`config.mk`:
```
export PLATFORM = sky130hd
export DESIGN_NAME = regfile_writer
export DESIGN_NICKNAME = d
export VERILOG_FILES = /design/src/rtl/regfile_writer.sv
export SDC_FILE = /design/constraint.sdc
export NUM_CORES = 1
export LEC_CHECK = 0
export CAP_MARGIN = 20
export CORE_MARGIN = 3
export CORE_UTILIZATION = 60
export CTS_CLUSTER_DIAMETER = 40
export DETAILED_ROUTE_END_ITERATION = 8
export PLACE_DENSITY_LB_ADDON = 0.05
export SLEW_MARGIN = 20
export SYNTH_ARGS = -nofsm -noshare
export SYNTH_HDL_FRONTEND = slang
export SYNTH_SLANG_ARGS = --single-unit
```
`constraint.sdc`:
```
create_clock -name clk -period 10.7 [get_ports clk]
set_input_delay 2.14 -clock clk [delete_from_list [all_inputs] [get_ports clk]]
set_output_delay 2.14 -clock clk [all_outputs]
set_load 0.02 [all_outputs]
```
`src/rtl/regfile_writer.sv`:
```
// regfile_writer
// Write-side companion to a 32x32 register file. Write requests arrive on a
// valid/ready handshake and are held in a small in-order queue. One queued
// entry per cycle is drained into the register file write port unless the
// file stalls. Two combinational lookups return the youngest queued data for
// a register so reads can see writes that have not yet landed.
//
// Ports:
//   clk, rst                     clock, synchronous active-high reset
//   in_valid/in_ready            request handshake
//   in_addr, in_data             destination register and data
//   wr_en, wr_addr, wr_data      register file write port (head entry)
//   wr_stall                     register file busy; head entry is held
//   inp1/inp2                    lookup addresses
//   hit1/hit2, fwd1/fwd2         lookup hit flags and youngest pending data
//   count                        number of occupied queue entries
module regfile_writer #(
    parameter int DEPTH = 4,
    parameter int AW    = 5,
    parameter int DW    = 32
) (
    input  logic                     clk,
    input  logic                     rst,
    input  logic                     in_valid,
    output logic                     in_ready,
    input  logic [AW-1:0]            in_addr,
    input  logic [DW-1:0]            in_data,
    output logic                     wr_en,
    output logic [AW-1:0]            wr_addr,
    output logic [DW-1:0]            wr_data,
    input  logic                     wr_stall,
    input  logic [AW-1:0]            inp1,
    input  logic [AW-1:0]            inp2,
    output logic                     hit1,
    output logic                     hit2,
    output logic [DW-1:0]            fwd1,
    output logic [DW-1:0]            fwd2,
    output logic [$clog2(DEPTH):0]   count
);

    localparam int PW = $clog2(DEPTH);
    localparam int CW = PW + 1;

    logic [PW-1:0]    head_reg;
    logic [PW-1:0]    tail_reg;
    logic [CW-1:0]    count_reg;
    logic [DEPTH-1:0] valid_reg;
    logic [AW-1:0]    addr_mem [DEPTH];
    logic [DW-1:0]    data_mem [DEPTH];

    logic not_empty;
    logic accept;
    logic push;
    logic pop;

    assign not_empty = (count_reg != '0);
    // Ready looks only at the registered count, never at a same-cycle drain.
    assign in_ready  = (count_reg != CW'(DEPTH));
    assign accept    = in_valid && in_ready;
    // Register 0 is hardwired zero: the handshake completes but nothing is stored.
    assign push      = accept && (in_addr != '0);
    // Gating with rst guarantees no write escapes while pending entries are flushed.
    assign wr_en     = not_empty && !wr_stall && !rst;
    assign pop       = wr_en;
    assign wr_addr   = not_empty ? addr_mem[head_reg] : '0;
    assign wr_data   = not_empty ? data_mem[head_reg] : '0;
    assign count     = count_reg;

    // Control state: pointers, occupancy and per-entry valid bits.
    always_ff @(posedge clk) begin
        if (rst) begin
            head_reg  <= '0;
            tail_reg  <= '0;
            count_reg <= '0;
            valid_reg <= '0;
        end else begin
            if (push) begin
                valid_reg[tail_reg] <= 1'b1;
                tail_reg            <= tail_reg + PW'(1);
            end
            if (pop) begin
                valid_reg[head_reg] <= 1'b0;
                head_reg            <= head_reg + PW'(1);
            end
            case ({push, pop})
                2'b10:   count_reg <= count_reg + CW'(1);
                2'b01:   count_reg <= count_reg - CW'(1);
                default: count_reg <= count_reg;
            endcase
        end
    end

    // Entry storage needs no reset; the valid bits qualify every use of it.
    always_ff @(posedge clk) begin
        if (push) begin
            addr_mem[tail_reg] <= in_addr;
            data_mem[tail_reg] <= in_data;
        end
    end

    // Per-entry address matches for both lookup ports.
    logic [DEPTH-1:0] match1;
    logic [DEPTH-1:0] match2;

    generate
        for (genvar gi = 0; gi < DEPTH; gi++) begin : g_match
            assign match1[gi] = valid_reg[gi] && (addr_mem[gi] == inp1) && (inp1 != '0);
            assign match2[gi] = valid_reg[gi] && (addr_mem[gi] == inp2) && (inp2 != '0);
        end
    endgenerate

    // Walk entries oldest (head) to youngest; a later match overrides an
    // earlier one, so the entry closest to the tail wins.
    logic [PW-1:0] scan_idx;

    always_comb begin
        hit1     = 1'b0;
        hit2     = 1'b0;
        fwd1     = '0;
        fwd2     = '0;
        scan_idx = '0;
        for (int k = 0; k < DEPTH; k++) begin
            scan_idx = head_reg + PW'(k);
            if (match1[scan_idx]) begin
                hit1 = 1'b1;
                fwd1 = data_mem[scan_idx];
            end
            if (match2[scan_idx]) begin
                hit2 = 1'b1;
                fwd2 = data_mem[scan_idx];
            end
        end
    end

endmodule

```
Word-level counts from Yosys, hierarchy flattened
Memory sizes are Yosys's and may differ from the RTL's. A register that Yosys moved wholly into a read port is not among the register bits. Cells that the tools add are included.

Add/sub/neg operators: 6. Muxes and demuxes: 48. Equality and inequality tests: 11. $lt $le $gt $ge: 7. Reductions and logical operators: 29. Bitwise gates (word level): 3.

Operators with widths (number): $mux 32 (9); $eq 5x5->1 (8); $logic_and 1x1->1 (22); $mux 1 (20); $bmux 1 s2 (8); $lt 2x3->1 const B (5); $reduce_bool 5->1 (3); $mux 4 (3); $mux 2 (4); $pmux 3 s2 (1); $mux 5 (1); $add 2x1->2 const B (2); $add 2x2->2 const B (2); $and 4x4->4 (1); $demux 1 s2 (2); $ge 2x1->1 const B (2); $not 4->4 (1); $or 4x4->4 (1); $add 3x1->3 const B (1); $ne 3x3->1 const B (1); $reduce_bool 3->1 (1); $sub 3x1->3 const B (1); $eq 2x1->1 const B (1); $eq 2x2->1 const B (1); other kinds (2) (3).

Memories kept: 2. Input port bits: 51. Register bits after elaboration: 11. Output and inout bits: 108. Logic and storage cells: 110. RAM bits: 148.

Memories: data_mem (depth 4, bits a word 32, rd ports 4, clocked after memory_dff 1, write ports 1, RTL line 49) `logic [DW-1:0] data_mem [DEPTH];`; addr_mem (depth 4, bits a word 5, rd ports 5, clocked after memory_dff 1, write ports 1, RTL line 48) `logic [AW-1:0] addr_mem [DEPTH];`.

Logic depth before layout (Yosys ltp)
Word-level depth: 9. Gate-level depth with buffers: 11.

Worst setup path after synthesis
OpenSTA, ideal clock, no wires.

Path kind: in2out. From: in inp2[2]. To: out fwd2[30]. Buffers on the path: 2. Data arrival time: 4.403 ns. Slack: 4.157 ns. Required time: 8.560 ns. Stages on the path: 9. Path through: buf_2 -> xor2_1 -> nor4_1 -> nand3_1 -> mux4_2 -> nor3_4 -> buf_6 -> nand2_1 -> a311oi_1.

Word-level cells in the longest chain between the ends: 9. Elaborated cells on any way between the ends: 25. Those cells by class: eq/ne (4); mux (12); reduce/logical (9).

RTL lines: from (decl) (RTL line 33) `input logic [AW-1:0] inp2,`; $eq 5x5->1 (RTL line 108) `assign match2[gi] = valid_reg[gi] && (addr_mem[gi] == inp2) && (inp2 != '0);`; $logic_and 1x1->1 (2 in a row) (RTL line 108); $bmux 1 s2 (RTL line 128) `if (match2[scan_idx]) begin`; $mux 1 (implied by the code) (RTL line 128); $mux 32 (3 in a row) (RTL line 128); $mux 32 * (RTL line 128); to (decl) (RTL line 37) `output logic [DW-1:0] fwd2,`.

Every way passes the cells marked *; elsewhere a longest branch is shown, timed or not. The select of a mux whose other input is x is not followed.

Worst setup path in the final report
From: in inp1[4]. To: out fwd1[20].

Word-level cells in the longest chain between the ends: 9. Elaborated cells on any way between the ends: 25. Those cells by class: eq/ne (4); mux (12); reduce/logical (9).

RTL lines: from (decl) (RTL line 32) `input logic [AW-1:0] inp1,`; $eq 5x5->1 (RTL line 107) `assign match1[gi] = valid_reg[gi] && (addr_mem[gi] == inp1) && (inp1 != '0);`; $logic_and 1x1->1 (2 in a row) (RTL line 107); $bmux 1 s2 (RTL line 124) `if (match1[scan_idx]) begin`; $mux 1 (implied by the code) (RTL line 124); $mux 32 (3 in a row) (RTL line 124); $mux 32 * (RTL line 124); to (decl) (RTL line 36) `output logic [DW-1:0] fwd1,`.

Marked as above.

==> results.md <==
- Crit end category: output pin
- PD cells: 172 nW/µm²
- Clk buf depth: 2
- Antenna cells: 0
- CTS root buf: clkbuf_16
- Placed cells: 1223
- Via count: 8967
- Seq/Total Area, Yosys: 0.411
- CTS Sinks: 161
- Fin Hold WS: 0.552 ns
- Fin crit share: 0.802
- Top_reg_cell synth: edfxtp_1
- TritonRoute pass-1 iters: 6
- Static leakage: 4.24 nW
- # hold bufs at CTS: 0
- Post-detailed-route count of antenna-violating nets: 0
- DP Area: 13100 µm²
- Post-layout util: 0.746
- Final Net Count: 1074
- Avg Synthesized Cell Area: 12.6 µm²
- Die span in y: 144 µm
- CTS Buf Count: 17
- Post-synthesis async set-or-reset flop share: 0
- Cell count after synthesis: 907
- GRT overflow: 0
- Die width: 144 µm
- Final Max Tran Viols: 0
- Fmax: 117 MHz
- Ys Warns: 0
- Worst R2R Setup Slack: 8.00 ns
- Slew @ Worst Pin: 1.19 ns
- Cell row count: 49
- Vias in the first global route: 8976
- Post-route DRC: 0
- Postcts setup bufs: 0
- DIE AREA: 20700 µm²
- Sequential cell area: 4710 µm²
- RD Place Congestion: 0.936
- Fin cells: 1255
- Clk_skew: 0.00798 ns
- Syn-to-layout area delta: 19.6%
- Multi-input gate area: 6230 µm²
- Status: complete, no violations
- I/O pins: 159
- Slew Limit Headroom: 0.205
- Peak supply drop: 175 µV
- Setup WS pre-CTS: 2.23 ns
- Syn_nets: 968
- RSZ-0062 raised after global routing: false
- Crit-path max cell delay: 0.78 ns
- Library cells used by synthesis: 44
- Most frequent cells in the layout: 158 x clkdlybuf4s50_1, 148 x edfxtp_1, 132 x mux4_2
- Tot GR Track Use: 0.320
- Final Cell Area: 13700 µm²
- Post-Syn Area: 11400 µm²
- Max-cap violations: 0
- Fillers: 1202
- Vias per std cell: 7.15
- Reg2reg end: valid_reg[2]
- Crit path from: inp1[4]
- Final Hold Fails: 0
- Post_cts resized: 0
- Initial DRC count: 1135
- Final setup viols: 0
- DR WL/cell: 25.9 µm
- Min setup slack post-route: 2.12 ns
- Commonest non-fill, non-tap cell in the layout: clkdlybuf4s50_1
- Starting density of the core: 0.624
- HPWL Detailed: 19900 µm
- TritonCTS clock tree: yes
- WP data required: 8.56 ns
- Share of cells above drive strength 1: 0.221
- Final Total Pwr: 2.36 mW
- Most frequent CP cell: clkdlybuf4s50_1
- Crit path arrival time: 6.44 ns
- Setup tns final: 0 ns
- Crit Path Class: primary input to output pin
- Clock period minus worst slack: 8.58 ns
- Worst Hold Class: flop to flop
- Max reg flops: 128
- Slowest-stage cell, CP: nor3_4
- Worst path cell trace: clkdlybuf4s50_1 -> xor2_1 -> nor4_2 -> nand3_1 -> mux4_2 -> nor3_4 -> buf_4 -> nand2_1 -> a222oi_1 -> clkdlybuf4s50_1
- #FFs+latches synth: 161
- Initial antenna violation count: 2
- First-pass GRT wire length: 50200 µm
- Core area: 18300 µm²
- Clock-pin slew on the worst setup and hold paths: 0.06 ns
- Worst skew pair latency: 0.43 ns
- Largest net degree at the start of global routing: 61
- Reg-to-reg startpoint: count[0]
- CP Max Fanout: 18
- R2R depth: 8
- Htree depth: 4
- EDFF count, synth: 148
- Critical path endpoint: fwd1[20]
- PortBufs: 158
- Setup crit start kind: primary input
- Final WL: 32600 µm
how the worst min path moves through the flow:
stage	cells after the start	slack, ns	startpoint	end
floorplan	2	0.50	valid_reg[0]	valid_reg[0]
global placement	2	0.52	count[2]	count[2]
detailed placement	2	0.54	count[2]	count[2]
CTS	2	0.55	count[2]	count[2]
global route	2	0.59	count[2]	count[2]
finish	2	0.55	count[2]	count[2]
kinds of logic after synthesis:
kind of cell	synth area share
DFF	0.411
and+or+nand+nor	0.121
xor gates and xnor gates	0.0337
muxes	0.272
AOI/OAI and AO/OA	0.0987
buffers and inverters	0.0522
adders and majority gates	0.0116
synthesized netlist by cell type (3+ instances only):
cell type / count / area [µm²]
a211oi_1: 36 / 270
a21oi_1: 7 / 35.0
a221oi_1: 11 / 96.3
a221oi_2: 18 / 270
a222oi_1: 3 / 30.0
a311oi_1: 26 / 228
a311oi_2: 6 / 90.1
and2_1: 11 / 68.8
and3_1: 8 / 50.1
buf_1: 7 / 26.3
buf_2: 33 / 165
buf_6: 9 / 101
clkbuf_1: 36 / 135
dfxtp_1: 13 / 260
edfxtp_1: 148 / 4440
ha_1: 9 / 113
inv_1: 40 / 150
mux2_2: 3 / 33.8
mux2i_1: 10 / 100
mux4_2: 132 / 2970
nand2_1: 104 / 390
nand3_1: 9 / 45.0
nor2_1: 78 / 293
nor2b_1: 38 / 238
nor3_1: 37 / 185
nor4_1: 5 / 31.3
o21ai_0: 7 / 35.0
xnor2_1: 9 / 78.8
xor2_1: 35 / 307
worst max-delay path: cells and delay by family:
family,cells,cell delay [ns]
multiplexers,1,0.54
XOR/XNOR,1,0.22
AND/OR/NAND/NOR,4,1.45
buffers and inverters,3,1.63
AO/OA/AOI/OAI,1,0.43
per-layer routing:
layer  vias up  global-route usage  share of wire
li1       3776                   -              -
met1      4442               0.418           0.35
met2       625               0.520           0.50
met3       120              0.0774           0.12
met4         4               0.135          0.033
met5         -                   0        0.00089
report_power, final:
part	internal, mW	switching, mW
clock	0.365	0.248
sequential	0.740	0.0808
combinational	0.461	0.464
total	1.57	0.792
area by class of cell:
cell class / count / share of cell area
tap: 229 / 0.0209
sequential: 161 / 0.344
multi-input combinational: 618 / 0.455
clock inverter: 14 / 0.0122
clock buffer: 18 / 0.0314
inverter: 41 / 0.0113
timing repair buffer: 174 / 0.124
(Power assumes the default switching activity.)
